===== config.mk =====
export PLATFORM = sky130hd
export DESIGN_NAME = elevator_dispatcher
export DESIGN_NICKNAME = d
export VERILOG_FILES = /design/src/rtl/elevator_dispatcher.sv
export SDC_FILE = /design/constraint.sdc
export NUM_CORES = 1
export LEC_CHECK = 0
export ABC_CLOCK_PERIOD_IN_PS = 6200
export CAP_MARGIN = 15
export CORE_ASPECT_RATIO = 0.7
export CORE_UTILIZATION = 56
export DETAILED_ROUTE_END_ITERATION = 12
export HOLD_SLACK_MARGIN = 0.05
export PLACE_DENSITY = 0.8
export SYNTH_ARGS = -nofsm -noshare
export SYNTH_HDL_FRONTEND = slang
export SYNTH_SLANG_ARGS = --single-unit

===== constraint.sdc =====
create_clock -name clk -period 6.2 [get_ports clk]
set_clock_uncertainty 0.2 [all_clocks]
set_input_delay 0.62 -clock clk [delete_from_list [all_inputs] [get_ports clk]]
set_output_delay 0.62 -clock clk [all_outputs]
set_load 0.05 [all_outputs]

===== src/rtl/elevator_dispatcher.sv =====
// Hall-call dispatcher for a three-car bank: latches floor calls, hands each one
// to the nearest free car and follows that car through its move and door-dwell phases.
module elevator_dispatcher #(
  parameter int DOOR_CYCLES = 4
) (
  input  logic       clk,
  input  logic       rst,
  input  logic [7:0] call_req,
  input  logic [2:0] car_pos1,
  input  logic [2:0] car_pos2,
  input  logic [2:0] car_pos3,
  output logic [2:0] target1,
  output logic [2:0] target2,
  output logic [2:0] target3,
  output logic [2:0] busy,
  output logic [7:0] pending,
  output logic       assign_valid,
  output logic [1:0] assign_car,
  output logic [2:0] assign_floor
);

  localparam logic [1:0] ST_FREE    = 2'd0;
  localparam logic [1:0] ST_MOVING  = 2'd1;
  localparam logic [1:0] ST_DWELL   = 2'd2;
  localparam logic [3:0] DWELL_LOAD = 4'(DOOR_CYCLES - 1);

  function automatic logic [2:0] floor_dist(input logic [2:0] a, input logic [2:0] b);
    if (a >= b) begin
      floor_dist = a - b;
    end else begin
      floor_dist = b - a;
    end
  endfunction

  logic [2:0] pos_s        [3];
  logic [1:0] state_r      [3];
  logic [1:0] state_nxt_s  [3];
  logic [2:0] target_r     [3];
  logic [2:0] target_nxt_s [3];
  logic [3:0] cnt_r        [3];
  logic [3:0] cnt_nxt_s    [3];
  logic [7:0] pending_r;
  logic [2:0] busy_r;
  logic       assign_valid_r;
  logic [1:0] assign_car_r;
  logic [2:0] assign_floor_r;

  logic [2:0] floor_sel_s;
  logic       car_found_s;
  logic [1:0] car_sel_s;
  logic [2:0] best_dist_s;
  logic       dispatch_s;
  logic [7:0] clr_s;

  assign pos_s[0] = car_pos1;
  assign pos_s[1] = car_pos2;
  assign pos_s[2] = car_pos3;

  // Lowest-index outstanding call is served first.
  always_comb begin
    floor_sel_s = 3'd0;
    for (int f = 7; f >= 0; f--) begin
      floor_sel_s = pending_r[f] ? 3'(f) : floor_sel_s;
    end
  end

  // Nearest free car; strict compare keeps ties on the lowest car index.
  always_comb begin
    car_found_s = 1'b0;
    car_sel_s   = 2'd0;
    best_dist_s = 3'd7;
    for (int i = 0; i < 3; i++) begin
      if ((state_r[i] == ST_FREE) &&
          (!car_found_s || (floor_dist(pos_s[i], floor_sel_s) < best_dist_s))) begin
        car_found_s = 1'b1;
        car_sel_s   = 2'(i);
        best_dist_s = floor_dist(pos_s[i], floor_sel_s);
      end else begin
        best_dist_s = best_dist_s;
      end
    end
  end

  assign dispatch_s = (pending_r != 8'd0) && car_found_s;
  assign clr_s      = dispatch_s ? (8'd1 << floor_sel_s) : 8'd0;

  // Per-car next state: FREE -> MOVING on selection, MOVING -> DWELL on arrival, DWELL -> FREE at count 0.
  always_comb begin
    for (int i = 0; i < 3; i++) begin
      state_nxt_s[i]  = state_r[i];
      target_nxt_s[i] = target_r[i];
      cnt_nxt_s[i]    = cnt_r[i];
      case (state_r[i])
        ST_FREE: begin
          if (dispatch_s && (car_sel_s == 2'(i))) begin
            state_nxt_s[i]  = ST_MOVING;
            target_nxt_s[i] = floor_sel_s;
          end else begin
            state_nxt_s[i] = ST_FREE;
          end
        end
        ST_MOVING: begin
          if (pos_s[i] == target_r[i]) begin
            state_nxt_s[i] = ST_DWELL;
            cnt_nxt_s[i]   = DWELL_LOAD;
          end else begin
            state_nxt_s[i] = ST_MOVING;
          end
        end
        ST_DWELL: begin
          if (cnt_r[i] == 4'd0) begin
            state_nxt_s[i] = ST_FREE;
          end else begin
            cnt_nxt_s[i] = cnt_r[i] - 4'd1;
          end
        end
        default: begin
          state_nxt_s[i] = ST_FREE;
          cnt_nxt_s[i]   = 4'd0;
        end
      endcase
    end
  end

  // Car state, targets and busy flags.
  always_ff @(posedge clk or negedge rst) begin
    if (!rst) begin
      for (int i = 0; i < 3; i++) begin
        state_r[i]  <= ST_FREE;
        target_r[i] <= 3'd0;
        cnt_r[i]    <= 4'd0;
      end
      busy_r <= 3'd0;
    end else begin
      for (int i = 0; i < 3; i++) begin
        state_r[i]  <= state_nxt_s[i];
        target_r[i] <= target_nxt_s[i];
        cnt_r[i]    <= cnt_nxt_s[i];
        busy_r[i]   <= (state_nxt_s[i] != ST_FREE);
      end
    end
  end

  // Pending calls and the assignment report; a same-cycle re-request beats the clear.
  always_ff @(posedge clk or negedge rst) begin
    if (!rst) begin
      pending_r      <= 8'd0;
      assign_valid_r <= 1'b0;
      assign_car_r   <= 2'd0;
      assign_floor_r <= 3'd0;
    end else begin
      pending_r      <= (pending_r & ~clr_s) | call_req;
      assign_valid_r <= dispatch_s;
      if (dispatch_s) begin
        assign_car_r   <= car_sel_s + 2'd1;
        assign_floor_r <= floor_sel_s;
      end else begin
        assign_car_r   <= assign_car_r;
        assign_floor_r <= assign_floor_r;
      end
    end
  end

  assign target1      = target_r[0];
  assign target2      = target_r[1];
  assign target3      = target_r[2];
  assign busy         = busy_r;
  assign pending      = pending_r;
  assign assign_valid = assign_valid_r;
  assign assign_car   = assign_car_r;
  assign assign_floor = assign_floor_r;

endmodule


==> flow_summary.yaml, run 1 <==
detailed_routing:
  viasPerCell: 5.74
  drtPass1Iterations: 4
  post-route-drc-count: 0
  wirelength_um: 7120
  drtIter0Drc: 108
  ant_nets: 0
  num_vias: 2602
  wl_per_cell_um: 15.7
floorplan:
  die_area_um2: 6140
  rows: 22
  dieWidth_um: 93.2
  start_util: 0.602
  core_um2: 5420
  io_pins: 45
  die_h_um: 65.9
setup_path:
  criticalPathCategory: "reg -> reg"
  r2r-end: "target3[1]"
  cpMaxStageDelayCell: "o311ai_0"
  reg2reg_depth: 21
  r2r_start: "pending[6]"
  end_kind: "flop"
  cp_num_buf_inv: 3
  cpPeakStageDelay_ps: 460
  path_delay_family: "compound AO/OA/AOI/OAI gates"
  cp-start-kind: "flop"
  crit_arrival_ps: 5710
  rrSetupSlack_ps: 480
  cp_cell_sequence: "nand2b_1 > a21o_1 > a211o_1 > nand2_1 > inv_1 > ha_1 > fa_1 > nand2_1 > mux2i_1 > o311ai_0 > inv_1 > ha_1 > a2111oi_4 > nor2_1 > mux2i_1 > ha_1 > o21ai_0 > a22oi_1 > inv_1 > o211ai_2 > mux2_1"
  worstPathMaxFanout: 8
  crit_required_ps: 6180
synth:
  synth_top_area_frac: 0.337
  synthArstFlopShare: 1.00
  ys_top_cells_by_area: "dfrtp_1 (34%), ha_1 (14%), inv_1 (4.1%)"
  yosys_warnings: 0
  synth_most_common_cell: "dfrtp_1"
  synth_flop_cell: "dfrtp_1"
  synth-seq-area-share: 0.337
  netlist_top_cells_count: "dfrtp_1 (44), ha_1 (37), inv_1 (36)"
  synth_cells: 331
  yosys.area.top_type: "dfrtp_1"
  synth_nets: 393
  synthesis.area_um2: 3260
  post_synth.cell_area_avg_um2: 9.86
  ys_ff_latch: 44
  synth.distinct_cells: 59
  synth_edf_count: 0
placement:
  place_ws_ps: 556
  globalplace.congestion: 0.853
  placedCellCount: 446
  io_buffers: 44
  dp_hpwl_um: 5500
layout:
  nNetsFinal: 443
  regArea_um2: 1100
  fill_cells: 435
  post-route-util: 0.713
  area_delta_synth_final_pct: 18.6
  diodes: 0
  layoutNonFillerInstCount: 453
  final_layout_size_suffix_gt1_frac: 0.0787
  multi_input_area_um2: 2010
timing:
  relSlewSlack: 0.324
  fmax_mhz: 175
  slew_viol_final: 0
  holdWs_ps: 276
  fin_crit_sh: 0.923
  setup_violations: 0
  min_period_ps: 5720
  final_hold_viol_count: 0
  rsz0062_at_grt: "no"
  worst_pin_slew_ps: 1010
  setup_ws_ps: 477
  fin_tns_setup_ps: 0
status:
  status: "finished clean"
cts:
  hold_buffers: 0
  cts.htree.levels: 2
  clock_latency_ps: 300
  postCtsSetupBuffers: 0
  cts.reportedPaths.clkPinSlew_ps: 90
  clock_path_buffers: 2
  cts_buffers: 5
  cts-root-buf: "clkbuf_8"
  cts_resized: 0
  cts.sinks: 44
  cts_tree: "built"
run:
  max_cap_violations: 0
power_and_ir_drop:
  p_per_area_nw_per_um2: 473
  vdd_ir_drop_max_v: 0.000246
  p_leak_nw: 1.76
global_route:
  grt_pass1_wl_um: 12000
  grt_max_degree: 45
  first_global_vias: 2440
  grt_overflow: 0
  grt_antenna_before_repair: 0
  track_usage: 0.254
worst_hold_path:
  hold_path_class: "in -> async"
-- per-stage QoR --
step | total power, mW | area (um2)
floorplan | 1.35 | 3260
CTS | 1.83 | 3870
detailed placement | 1.65 | 3790
global placement | 1.61 | 3790
global route | 1.97 | 3870
finish | 1.83 | 3870
-- layer usage --
metal | share of wire | wire (um) | GRT usage | up-vias
li1 | - | - | - | 1260
met1 | 0.50 | 3560 | 0.377 | 1264
met2 | 0.44 | 3160 | 0.384 | 71
met3 | 0.047 | 335 | 0.0414 | 7
met4 | 0.0097 | 69 | 0.0712 | 0
met5 | 0 | 0 | 0 | -
-- flip-flops by register name, summed over array words and instances, names as in the netlist --
signal        flops
cnt_r            12
pending           8
state_r           6
assign_floor      3
busy              3
target1           3
target2           3
target3           3
assign_car        2
assign_valid      1
-- where the power goes --
part           switching (mW)  internal [mW]  leakage, nW
clock                   0.102         0.0765       0.0400
sequential             0.0833          0.377        0.529
combinational           0.710          0.479         1.19
total                   0.896          0.933         1.76
-- cell families after synthesis --
logic type / share of synthesized area
compound gates: 0.180
fa+ha+maj: 0.179
simple gates: 0.164
flops: 0.337
mux: 0.0610
buf+inv: 0.0464
xor+xnor: 0.0322
-- final cells by class --
| class | instances | share of cell area |
|---|---|---|
| Tap cell | 72 | 0.0233 |
| Clock inverter | 2 | 0.00323 |
| Inverter | 38 | 0.0369 |
| Timing Repair Buffer | 45 | 0.114 |
| Multi-Input combinational cell | 247 | 0.520 |
| Clock buffer | 5 | 0.0178 |
| Sequential cell | 44 | 0.285 |
-- layout by cell type, fill, tap and decap left out, drive strengths merged, types with 10 or more instances in the layout --
| cell type | instances |
|---|---|
| dfrtp | 44 |
| clkdlybuf4s50 | 43 |
| inv | 38 |
| ha | 37 |
| o21ai | 21 |
| nand2 | 20 |
| nor2 | 15 |
| a21o | 12 |
| nor2b | 12 |
| a21oi | 11 |
| nand2b | 10 |
-- worst max-delay path by stage --
| stage | start | to | depth (start not counted) | slack, ps |
|---|---|---|---|---|
| finish | pending[6] | target3[1] | 21 | 480 |
| global route | pending[6] | target3[1] | 21 | 150 |
| CTS | pending[6] | target3[0] | 21 | 520 |
| detailed placement | pending[6] | target3[0] | 21 | 560 |
| global placement | pending[6] | target3[0] | 21 | 760 |
| floorplan | pending[0] | target3[0] | 19 | 610 |
No activity file was read; power rests on OpenSTA's default activity.
==> run 2: changes to the inputs <==
--- a/config.mk
+++ b/config.mk
@@ -12,6 +12,7 @@
 export DETAILED_ROUTE_END_ITERATION = 12
 export HOLD_SLACK_MARGIN = 0.05
 export PLACE_DENSITY = 0.8
+export RECOVER_POWER = 25
 export SYNTH_ARGS = -nofsm -noshare
 export SYNTH_HDL_FRONTEND = slang
 export SYNTH_SLANG_ARGS = --single-unit
==> run 2 against run 1 <==
The run now ends with max-capacitance violations, max-slew violations left. Critical path depth stayed put. Sequential power barely moved. First-iteration DRC count did not move. Via count is the same. Utilization about the same. Clock power about the same. Count of clock-buffer cells in the layout is the same. Largest cell class unchanged.
==> flow_summary.yaml, run 2 (synthesized netlist as in run 1, its figures left out) <==
timing:
  relSlewSlack: -0.616
  holdWs_ps: 287
  fin_tns_setup_ps: 0
  setup_ws_ps: 477
  final_hold_viol_count: 0
  worst_pin_slew_ps: 2420
  fmax_mhz: 175
  rsz0062_at_grt: "no"
  setup_violations: 0
  min_period_ps: 5720
  slew_viol_final: 45
  fin_crit_sh: 0.923
placement:
  globalplace.congestion: 0.853
  dp_hpwl_um: 5500
  place_ws_ps: 556
  io_buffers: 44
  placedCellCount: 446
detailed_routing:
  viasPerCell: 5.74
  num_vias: 2602
  drtPass1Iterations: 4
  post-route-drc-count: 0
  ant_nets: 0
  drtIter0Drc: 108
  wl_per_cell_um: 15.7
  wirelength_um: 7120
layout:
  mostFrequentLayoutCells: "dfrtp_1 (44), clkdlybuf4s50_1 (43), ha_1 (37), inv_1 (36)"
  top_register: "cnt_r"
  final_layout_size_suffix_gt1_frac: 0.0761
  area_delta_synth_final_pct: 18.5
  final_common_cell: "dfrtp_1"
  diodes: 0
  nNetsFinal: 443
  post-route-util: 0.713
  largest_reg_flops: 12
  layoutNonFillerInstCount: 453
cts:
  clock_latency_ps: 300
  cts.sinks: 44
  cts.htree.levels: 2
  cts.reportedPaths.clkPinSlew_ps: 90
  cts_buffers: 5
  cts_tree: "built"
  cts-root-buf: "clkbuf_8"
  postCtsSetupBuffers: 0
  hold_buffers: 0
  clock_path_buffers: 2
  cts_resized: 0
floorplan:
  die_h_um: 65.9
  core_um2: 5420
  start_util: 0.602
  io_pins: 45
  rows: 22
  dieWidth_um: 93.2
  die_area_um2: 6140
power_and_ir_drop:
  clkPwrFrac: 0.098
  vdd_ir_drop_max_v: 0.000246
  switching_share: 0.490
  p_per_area_nw_per_um2: 473
  p_leak_nw: 1.75
  intPower_uw: 933
  power.net_switching_uw: 896
  sequentialPowerShare: 0.252
  pwr-share-comb: 0.651
setup_path:
  cp_cell_sequence: "nand2b_1 > a21o_1 > a211o_1 > nand2_1 > inv_1 > ha_1 > fa_1 > nand2_1 > mux2i_1 > o311ai_0 > inv_1 > ha_1 > a2111oi_4 > nor2_1 > mux2i_1 > ha_1 > o21ai_0 > a22oi_1 > inv_1 > o211ai_2 > mux2_1"
  crit_required_ps: 6180
  crit_arrival_ps: 5710
  worstPathMaxFanout: 8
  end_kind: "flop"
  cpMaxStageDelayCell: "o311ai_0"
  cp-start-kind: "flop"
  criticalPathCategory: "reg -> reg"
  path_delay_family: "compound AO/OA/AOI/OAI gates"
  cpPeakStageDelay_ps: 460
  cp_num_buf_inv: 3
global_route:
  grt_pass1_wl_um: 12000
  grt_overflow: 0
  track_usage: 0.254
  grt_max_degree: 45
  grt_antenna_before_repair: 0
  first_global_vias: 2440
run:
  max_cap_violations: 1
status:
  violations: "max-capacitance violations, max-slew violations"
  status: "complete, but fails checks"
worst_hold_path:
  hold_path_class: "reg -> reg"
[run 2: changes by cell type in the layout (fill, tap and decap cells not counted), sizes merged]
cell    before  now
buf          2    1
clkbuf       5    6
[run 2: cell type report]
cell class / instances / area, um2
Multi-Input combinational cell: 247 / 2010
Fill cell: 433 / 1560
Sequential cell: 44 / 1100
Timing Repair Buffer: 45 / 442
Inverter: 38 / 143
Tap cell: 72 / 90.1
Clock buffer: 5 / 68.8
Clock inverter: 2 / 12.5
[run 2: worst paths after layout]
path / startpoint / to / slack (ps) / cells after the start
worst max-delay path: pending[6] / target3[1] / 480 / 21
worst min-delay path: assign_floor[2] / assign_floor[2] / 290 / 2
worst max register to register: pending[6] / target3[1] / 480 / 21
worst min register to register: assign_floor[2] / assign_floor[2] / 290 / 2
max in group asynchronous: rst / target3[1] / 3560 / 1
min in group asynchronous: rst / cnt_r[3] / 840 / 1
[run 2: metrics by stage]
| step | total power, mW | area, um2 |
|---|---|---|
| after floorplan | 1.35 | 3260 |
| after global placement | 1.61 | 3790 |
| after detailed placement | 1.65 | 3790 |
| after CTS | 1.83 | 3870 |
| after global routing | 1.97 | 3870 |
| final | 1.83 | 3870 |
[run 2: power by group through the flow]
stage | combinational (mW) | sequential, mW | clock [mW]
2_1_floorplan | 0.741 | 0.606 | 0
3_3_place_gp | 1.15 | 0.461 | 0
3_5_place_dp | 1.18 | 0.464 | 0
4_1_cts | 1.19 | 0.458 | 0.184
5_1_grt | 1.31 | 0.471 | 0.194
6_report | 1.19 | 0.460 | 0.179
[run 2: layer usage]
metal  track usage  routed length, um
met1         0.377               3560
met5             0                  0
met4        0.0712                 69
met2         0.384               3160
met3        0.0414                335
[run 2: worst register-to-register path, stage by stage, from the launching register on]
cell       delay, ps
dfrtp_1          430
nand2b_1         160
a21o_1           190
a211o_1          350
nand2_1          310
inv_1            150
ha_1             220
fa_1             410
nand2_1           80
mux2i_1           60
o311ai_0         460
inv_1             90
ha_1             250
a2111oi_4        370
nor2_1           180
mux2i_1          160
ha_1             330
o21ai_0          130
a22oi_1          350
inv_1            150
o211ai_2         270
mux2_1           340
==> run 3: changes to the inputs <==
--- a/config.mk
+++ b/config.mk
@@ -10,8 +10,9 @@
 export CORE_ASPECT_RATIO = 0.7
 export CORE_UTILIZATION = 56
 export DETAILED_ROUTE_END_ITERATION = 12
+export GPL_TIMING_DRIVEN = 0
 export HOLD_SLACK_MARGIN = 0.05
-export PLACE_DENSITY = 0.8
+export PLACE_DENSITY = 0.77
 export RECOVER_POWER = 25
 export SYNTH_ARGS = -nofsm -noshare
 export SYNTH_HDL_FRONTEND = slang
==> run 3 against run 2 <==
The run now ends clean. Clock power increased by 6%. Via count increased by 0.73%. Register-to-register slack got worse by 110 ps. Total power increased by 1.5%. Maximum frequency decreased by 1.9%. Count of clock-buffer cells in the layout increased by 2. Wire length about the same. Critical path depth increased by 1. Hold slack got worse by 5.9 ps. Cell area increased by 0.65%. First-iteration DRC count increased by 58%. Non-clock buffer count increased by 2. Critical path type unchanged. Critical endpoint is now target3[0].
==> flow_summary.yaml, run 3 (synthesized netlist as in run 1, its figures left out) <==
placement:
  placedCellCount: 448
  io_buffers: 44
  globalplace.congestion: 0.832
  dp_hpwl_um: 5630
cts:
  cts_resized: 1
  cts-root-buf: "clkbuf_8"
  cts_buffers: 5
  hold_buffers: 0
  cts.reportedPaths.clkPinSlew_ps: 90
  cts.htree.levels: 2
  clock_path_buffers: 2
  clock_latency_ps: 300
  cts.sinks: 44
  cts_tree: "built"
  postCtsSetupBuffers: 0
timing:
  fin_crit_sh: 0.941
  relSlewSlack: 0.120
  setup_violations: 0
  fmax_mhz: 171
  final_hold_viol_count: 0
  rsz0062_at_grt: "no"
  fin_tns_setup_ps: 0
  slew_viol_final: 0
  min_period_ps: 5830
  worst_pin_slew_ps: 1320
layout:
  final_layout_size_suffix_gt1_frac: 0.0781
  area_delta_synth_final_pct: 19.3
  final_common_cell: "dfrtp_1"
  largest_reg_flops: 12
  nNetsFinal: 445
  multi_input_area_um2: 2020
  fill_cells: 402
  post-route-util: 0.718
  layoutNonFillerInstCount: 456
  diodes: 0
  top_register: "cnt_r"
  mostFrequentLayoutCells: "dfrtp_1 (44), clkdlybuf4s50_1 (43), ha_1 (37), inv_1 (36)"
  regArea_um2: 1100
setup_path:
  cp_cell_sequence: "nand2b_1 > a21o_1 > a211o_1 > nand2_1 > inv_1 > ha_1 > fa_1 > nand2_1 > mux2i_1 > o311ai_1 > inv_1 > ha_1 > a2111oi_4 > nor2_1 > nand2_1 > o22ai_1 > ha_1 > o21ai_0 > a22oi_1 > inv_1 > o211ai_2 > mux2_1"
  r2r_start: "pending[6]"
  crit_required_ps: 6190
  reg2reg_depth: 22
  cpPeakStageDelay_ps: 430
  rrSetupSlack_ps: 370
  cpMaxStageDelayCell: "dfrtp_1"
  criticalPathCategory: "reg -> reg"
  crit_arrival_ps: 5820
  end_kind: "flop"
  r2r-end: "target3[0]"
  worstPathMaxFanout: 8
  cp-start-kind: "flop"
detailed_routing:
  post-route-drc-count: 0
  wl_per_cell_um: 15.6
  dr_wl_met2_um: 3020
  ant_nets: 0
  wl_met1_um: 3610
  drtIter0Drc: 171
  wirelength_um: 7130
  wl_met3_um: 445
  viasPerCell: 5.75
  drtPass1Iterations: 5
  num_vias: 2621
  top_layer: "met4"
run:
  max_cap_violations: 0
global_route:
  grt_pass1_wl_um: 12000
  grt_overflow: 0
  track_usage: 0.249
  grt_antenna_before_repair: 0
  grt_max_degree: 25
  first_global_vias: 2546
floorplan:
  start_util: 0.602
  die_h_um: 65.9
  rows: 22
  io_pins: 45
  die_area_um2: 6140
  dieWidth_um: 93.2
  core_um2: 5420
worst_hold_path:
  hold_path_end: "assign_floor[1]"
  hold_path_class: "reg -> reg"
  hold_start: "assign_floor[1]"
  whs_path_depth: 1
power_and_ir_drop:
  p_per_area_nw_per_um2: 477
  p_leak_nw: 1.76
  total_power_mw: 1.86
  vdd_ir_drop_max_v: 0.000263
status:
  status: "finished clean"
-- run 3: cell types whose count changed in the layout (fill, tap and decap cells not counted), sizes merged --
| cell | delta |
|---|---|
| clkinv | -1 |
| clkbuf | +4 |
-- run 3: per-stage QoR --
step	hold WS (ps)	cell area, um2	setup WS, ps
final	281	3890	367
after global routing	297	3890	93.4
after CTS	111	3910	94.9
after detailed placement	266	3820	-275
after global placement	262	3790	-53.4
after floorplan	124	3260	610
-- run 3: final cells by class --
type                            count  area share
Clock inverter                      1     0.00193
Sequential cell                    44       0.283
Multi-Input combinational cell    247       0.518
Timing Repair Buffer               45       0.113
Inverter                           38      0.0366
Buffer                              2     0.00225
Clock buffer                        7      0.0222
Tap cell                           72      0.0231
-- run 3: how the worst max path moves through the flow --
stage / slack, ps / endpoint / from
3_5_place_dp: -270 / target3[1] / pending[0]
2_1_floorplan: 610 / target3[0] / pending[0]
3_3_place_gp: -50 / target3[0] / pending[0]
4_1_cts: 90 / target3[0] / pending[0]
6_report: 370 / target3[0] / pending[6]
5_1_grt: 90 / target3[0] / pending[6]
-- run 3: report_power, final --
group          switching [mW]  leakage, nW  total (mW)  internal, mW
sequential             0.0820        0.529       0.459         0.377
combinational           0.727         1.19        1.21         0.481
clock                  0.0980       0.0445       0.189        0.0906
total                   0.907         1.76        1.86         0.949
-- run 3: metal layers --
metal / up-vias / track usage
met3: 6 / 0.0598
li1: 1267 / -
met1: 1265 / 0.368
met4: 0 / 0.0577
met5: - / 0
met2: 83 / 0.368
-- run 3: critical path, delay by kind of cell (launching register included) --
kind,cells,cell delay [ps]
AO/OA/AOI/OAI,8,2230
AND/OR/NAND/NOR,5,840
flip-flops,1,430
buffers and inverters,3,420
multiplexers,2,440
adder cells (fa/ha/maj),4,1180
